[src/rtl/bram_port_arbiter.sv]
// Two-requester round-robin arbiter in front of a single-port BRAM with registered read data.
// Out-of-range accesses are suppressed at the memory and reported one cycle later on err_o.
module bram_port_arbiter #(
  parameter int DataWidth = 8,
  parameter int Depth     = 1024,
  localparam int AW       = $clog2(Depth) + 1
) (
  input  logic                   clk_i,
  input  logic                   rst_ni,
  input  logic [1:0]             req_i,
  input  logic [1:0]             we_i,
  input  logic [2*AW-1:0]        addr_i,
  input  logic [2*DataWidth-1:0] data_i,
  output logic [1:0]             ready_o,
  output logic [1:0]             rvalid_o,
  output logic [DataWidth-1:0]   rdata_o,
  output logic [1:0]             err_o,
  output logic                   mem_we_o,
  output logic [AW-1:0]          mem_addr_o,
  output logic [DataWidth-1:0]   mem_data_o,
  input  logic [DataWidth-1:0]   mem_data_i
);

  // Handshake: requester i transfers in any cycle where req_i[i] & ready_o[i]; req_i may be
  // withdrawn before it is granted. Each transfer yields, one cycle later, an rvalid_o pulse
  // (reads) and/or an err_o pulse (out of range); responses follow issue order.

  localparam logic [AW-1:0] DepthA = AW'(Depth);

  logic                 last_q;  // index of the requester granted on the most recent transfer
  logic [1:0]           gnt;
  logic                 sel;
  logic                 xfer;
  logic [AW-1:0]        sel_addr;
  logic [DataWidth-1:0] sel_data;
  logic                 sel_we;
  logic                 in_range;
  logic [1:0]           rd_q;
  logic [1:0]           err_q;
  logic                 oor_q;

  always_comb begin
    gnt = 2'b00;
    if (rst_ni) begin
      if (req_i == 2'b11) gnt = last_q ? 2'b01 : 2'b10;
      else                gnt = req_i;
    end
  end

  assign ready_o  = gnt;
  assign xfer     = |gnt;
  assign sel      = gnt[1];
  assign sel_addr = sel ? addr_i[2*AW-1:AW] : addr_i[AW-1:0];
  assign sel_data = sel ? data_i[2*DataWidth-1:DataWidth] : data_i[DataWidth-1:0];
  assign sel_we   = sel ? we_i[1] : we_i[0];
  assign in_range = sel_addr < DepthA;

  always_comb begin
    mem_we_o   = 1'b0;
    mem_addr_o = '0;
    mem_data_o = '0;
    if (xfer && in_range) begin
      mem_we_o   = sel_we;
      mem_addr_o = sel_addr;
      mem_data_o = sel_data;
    end
  end

  always_ff @(posedge clk_i or negedge rst_ni) begin
    if (!rst_ni) begin
      last_q <= 1'b1;
      rd_q   <= 2'b00;
      err_q  <= 2'b00;
      oor_q  <= 1'b0;
    end else begin
      rd_q  <= (xfer && !sel_we) ? gnt : 2'b00;
      err_q <= (xfer && !in_range) ? gnt : 2'b00;
      oor_q <= xfer && !in_range;
      if (xfer) last_q <= sel;
    end
  end

  assign rvalid_o = rd_q;
  assign err_o    = err_q;
  // The memory saw address 0 for a suppressed read, so its data must not leak out.
  assign rdata_o  = (|rd_q && !oor_q) ? mem_data_i : '0;

endmodule
[config.mk]
export PLATFORM = sky130hd
export DESIGN_NAME = bram_port_arbiter
export DESIGN_NICKNAME = d
export VERILOG_FILES = /design/src/rtl/bram_port_arbiter.sv
export SDC_FILE = /design/constraint.sdc
export NUM_CORES = 1
export LEC_CHECK = 0
export BUFFER_PORTS_ARGS = -buffer_cell sky130_fd_sc_hd__buf_2
export CAP_MARGIN = 0
export CORE_MARGIN = 1.5
export CORE_UTILIZATION = 25
export DETAILED_ROUTE_END_ITERATION = 10
export HOLD_SLACK_MARGIN = 0.03
export PLACE_DENSITY_LB_ADDON = 0.12
export SLEW_MARGIN = 40
export SYNTH_ARGS = -nofsm -noshare
export SYNTH_HDL_FRONTEND = slang
export SYNTH_SLANG_ARGS = --single-unit
[constraint.sdc]
create_clock -name clk_i -period 1.8 [get_ports clk_i]
set_input_delay 0.27 -clock clk_i [delete_from_list [all_inputs] [get_ports clk_i]]
set_output_delay 0.27 -clock clk_i [all_outputs]
set_load 0.03 [all_outputs]
## Word-level counts from Yosys, hierarchy flattened

Cells that the tools add are included.

| word-level totals | value |
|---|---|
| flip-flop bits (word level) | 6 |
| input port bits | 52 |
| output and inout port bits | 34 |
| logic and storage cells | 27 |

| cells by class | value |
|---|---|
| $lt $le $gt $ge | 1 |
| equal/unequal tests | 1 |
| mux-type cells | 12 |
| reduce and logical (&&, ||, !) cells | 9 |

Operators with widths:

| cell | number |
|---|---|
| two-way mux 8 bit | 3 |
| two-way mux 11 bit | 2 |
| < comparator 11 bit (second input constant) | 1 |
| two-way mux 2 bit | 5 |
| logical AND 1 bit | 4 |
| OR reduction 2 bit | 2 |
| logical NOT 1 bit | 3 |
| equality test 2 bit (second input constant) | 1 |
| two-way mux 1 bit | 2 |

## Logic depth before layout (Yosys ltp)

| logic depth | value |
|---|---|
| word-level depth | 8 |
| gate-level depth with buffers | 4 |
| depth with buffers taken out | 3 |

## Least setup slack after synthesis

No wires, ideal clock.

| timing path | value |
|---|---|
| path type | register to output |
| from | register last_q |
| to | output port mem_addr_o[2] |
| data arrival time | 1.728 ns |
| data required time | 1.530 ns |
| setup slack | -0.198 ns |
| stages on the path, launching flop included | 5 |
| path buffers | 1 |
| path through | dfstp_2 > a21bo_2 > buf_4 > o21ai_0 > a211oi_1 |

| between the ends | value |
|---|---|
| word-level cells in the longest chain between the ends | 7 |
| elaborated cells on any way between the ends | 8 |
| classes of those cells | order compare (1); mux (5); reduce/logical (2) |

RTL lines:

| what | line | source |
|---|---|---|
| start: declaration | 30 | `logic last_q;` |
| start signal: assignment | 79 | `if (xfer) last_q <= sel;` |
| two-way mux 2 bit (*) (2 in series) | 45 | `if (req_i == 2'b11) gnt = last_q ? 2'b01 : 2'b10;` |
| two-way mux 2 bit (*) | 44 | `if (rst_ni) begin` |
| two-way mux 11 bit | 53 | `assign sel_addr = sel ? addr_i[2*AW-1:AW] : addr_i[AW-1:0];` |
| < comparator 11 bit | 56 | `assign in_range = sel_addr < DepthA;` |
| logical AND 1 bit | 62 | `if (xfer && in_range) begin` |
| two-way mux 11 bit (*) | 62 |  |
| end: declaration | 19 | `output logic [AW-1:0] mem_addr_o,` |

Mark *: on every way between the ends. The rest lies on a longest branch, timed or not.

## Final worst setup path

| timing path | value |
|---|---|
| from | register last_q |
| to | output port mem_data_o[1] |

| between the ends | value |
|---|---|
| word-level cells in the longest chain between the ends | 7 |
| elaborated cells on any way between the ends | 9 |
| classes of those cells | order compare (1); mux (6); reduce/logical (2) |

RTL lines:

| what | line | source |
|---|---|---|
| two-way mux 2 bit (*) (2 in series) | 45 |  |
| two-way mux 2 bit (*) | 44 |  |
| two-way mux 11 bit | 53 |  |
| < comparator 11 bit | 56 |  |
| logical AND 1 bit | 62 |  |
| two-way mux 8 bit (*) | 62 |  |
| end: declaration | 20 | `output logic [DataWidth-1:0] mem_data_o,` |

Marks and branches as above.

==> run_results.csv <==
group,metric,value,unit
detailed_routing,wl_per_cell,12.2,um
worst_setup_path,crit_slowest_cell,"dfstp_2",
detailed_routing,finalWirelength,2720,um
detailed_routing,wl_met3,156,um
worst_setup_path,cp_cell_sequence,"a21bo_4 -> buf_8 -> o21ai_0 -> a211oi_2 -> buf_4",
synth,syn_inst,102,
timing,fin_crit_sh,105,%
synth,yosysSeqAreaShare,19.4,%
timing,setup_violations,19,
final_layout,multiInputGateArea,648,um^2
final_layout,post-route-util,49.9,%
floorplan,start_util,26.0,%
clock_tree,tritoncts,"done",
worst_setup_path,slowest_delay,0.55,ns
power,ir_drop,149,uV
clock_tree,root_buffer,"clkbuf_4",
synth,post-synth-top-area-fraction,16.0,%
global_routing,grt_first_pass_wirelength,4110,um
worst_setup_path,crit_type,"reg2out",
final_layout,n_fill_cell,304,
power,powerDensity,492,mW/mm^2
final_layout,final_common_cell,"buf_2",
synth,synth_top_cell_by_area,"a211oi_2",
detailed_routing,routed_via_density,5.02,
detailed_routing,drt_first_iter_violations,15,
clock_tree,clk_latency,0.25,ns
worst_setup_path,timing.rr.end,"rvalid_o[0]",
worst_setup_path,critPathMaxFanout,11,
synth,yosysWarnings,0,
clock_tree,cts_buffers,3,
worst_setup_path,r2r-start,"last_q",
detailed_routing,highest_layer,"met3",
synth,synth_area_leaders,"a211oi_2, dfrtp_1, nand3_1, o21ai_0, a211oi_1",
floorplan,rows,20,
worst_setup_path,critPathLaunchType,"flop",
floorplan,die-area,0.00347,mm^2
timing,clock.fmax,531,MHz
timing,hold_ws,0.226,ns
clock_tree,clk_path_buf_depth,2,
timing,setup_ws,-0.0835,ns
placement,place.gp.congestion,0.861,
worst_setup_path,critPathRequiredTime,1.53,ns
worst_setup_path,r2r_slack,0.54,ns
outcome,violations,"setup timing",
timing,rsz0062_at_grt,"true",
job,drv_cap,0,
detailed_routing,drc,0,
global_routing,antenna_found_initial,0,
final_layout,final_cells,224,
placement,port_buffers,84,
final_layout,antenna_cells,0,
power,p_total,737,uW
timing,timing.final.crit_period,1.88,ns
power,p_leak,0.709,nW
floorplan,die_w,58.9,um
detailed_routing,m1WireLength,1070,um
timing,hold_viol,0,
synth,synth_nets,154,
worst_setup_path,crit_arrival,1.61,ns
synth,postSynthAreaPerCell,7.65,um^2
placement,dp_slack,-0.0774,ns
timing,slew_violations,0,
floorplan,top_level_ports,86,
hold_path,min_from,"we_i[1]",
detailed_routing,met2_length,1500,um
placement,hpwl,2050,um
global_routing,grt_max_degree,38,
synth,synthDistinctLibCells,25,
worst_setup_path,worstSetupEndpointType,"primary output",
clock_tree,htree_levels,1,
global_routing,grt_overflow,0,
worst_setup_path,reg2reg_depth,5,
hold_path,min_path_type,"in2reg",
detailed_routing,num_vias,1124,
outcome,status,"complete, but fails checks",
floorplan,fp.dieH,58.9,um
timing,clock_skew,0.00236,ns
clock_tree,clkTransAtPathRegs,0.05,ns
detailed_routing,ant_nets,0,
final_layout,layout.nets,244,
hold_path,hold_depth,2,
synth,synth_area,781,um^2
global_routing,grt_pass1_vias,1010,
synth,ys_ff_latch,6,
hold_path,worstHoldEndpoint,"rvalid_o[1]",
clock_tree,clkSinkCount,6,
final_layout,layout-drive-gt1-share,66.5,%
floorplan,coreArea,0.00300,mm^2
global_routing,grtUsageTotal,15.0,%
final_layout,syn2layout_area_growth,91.8,%
final_layout,seqCellArea,151,um^2
final_layout,final_cell_mix,"buf_2, buf_4, a211oi_2, o21ai_1, nand3_1",
detailed_routing,dr.pass1.iters,4,
placement,placed_cells,215,
==> routing by layer <==
metal / vias to the layer above / GRT usage [%]
li1: 562 / -
met1: 513 / 17.3
met2: 49 / 27.9
met3: 0 / 1.54
met4: 0 / 5.52
met5: - / 0
==> sequential cells by signal, indices dropped and copies added, names as in the netlist <==
signal    flops
err_o         2
rvalid_o      2
last_q        1
oor_q         1
==> synth_stat cells <==
library cell,n
a21oi_1,1
a21bo_2,1
dfrtp_1,5
a31oi_1,1
and2_1,9
nor2b_1,1
a21boi_2,1
a211oi_2,10
clkbuf_1,5
inv_1,1
nor3_1,1
a211oi_1,9
and3_1,3
conb_1,1
a32oi_1,1
buf_2,3
nor2_1,4
buf_1,1
o21ai_0,19
nand2b_1,1
a2bb2oi_4,1
nand3_1,19
buf_4,2
dfstp_2,1
buf_6,1
==> through the flow <==
step / instance area, um^2 / setup TNS, ns
after floorplan: 826 / 0
after global placement: 1310 / -0.0549
after detailed placement: 1310 / -0.988
after CTS: 1470 / -1.48
after global routing: 1500 / -2.96
final: 1500 / -1.18
==> final cells by class <==
class	count	area share, %
well taps	33	2.76
flip-flops and latches	6	10.1
clock buffers	4	1.75
multi-input cells	83	43.3
inverters	1	0.251
repair buffers	97	41.9
==> how the worst max path moves through the flow <==
stage | from | end | slack, ns | cells after the start
after global routing | last_q | mem_addr_o[8] | -0.18 | 5
after detailed placement | last_q | mem_addr_o[7] | -0.08 | 4
after global placement | last_q | mem_data_o[4] | -0.01 | 4
after floorplan | last_q | mem_addr_o[0] | 0.02 | 4
after CTS | last_q | mem_addr_o[7] | -0.10 | 5
final | last_q | mem_data_o[1] | -0.08 | 5
==> power breakdown <==
group / internal, mW / total [mW] / switching (mW)
clock network: 0.0843 / 0.137 / 0.0531
registers: 0.149 / 0.155 / 0.00654
logic: 0.195 / 0.445 / 0.250
total: 0.428 / 0.737 / 0.310
==> kinds of logic (layout without fill, tap and decap cells) <==
family                 count (synthesis)  after routing  synth area share (%)
flip-flops                             6              6                  19.4
other                                  1              1                 0.480
AND/OR/NAND/NOR                       38             38                  26.0
buffers and inverters                 13            102                  8.65
AO/OA/AOI/OAI                         44             44                  45.5
==> repair_timing <==
action / in CTS / in global routing
endpoints found under the hold margin: 3 / 3
gates resized for setup: 42 / 4
pin swaps: 7 / 2
buffers inserted: 3 / 0
endpoints found under the setup margin: 19 / 19
==> worst max-delay path, delay by kind of cell (launching register included) <==
family / cells / cell delay (ns)
AOI/OAI and AO/OA: 3 / 0.48
buffers and inverters: 2 / 0.33
DFF: 1 / 0.55
(Power assumes the default switching activity.)
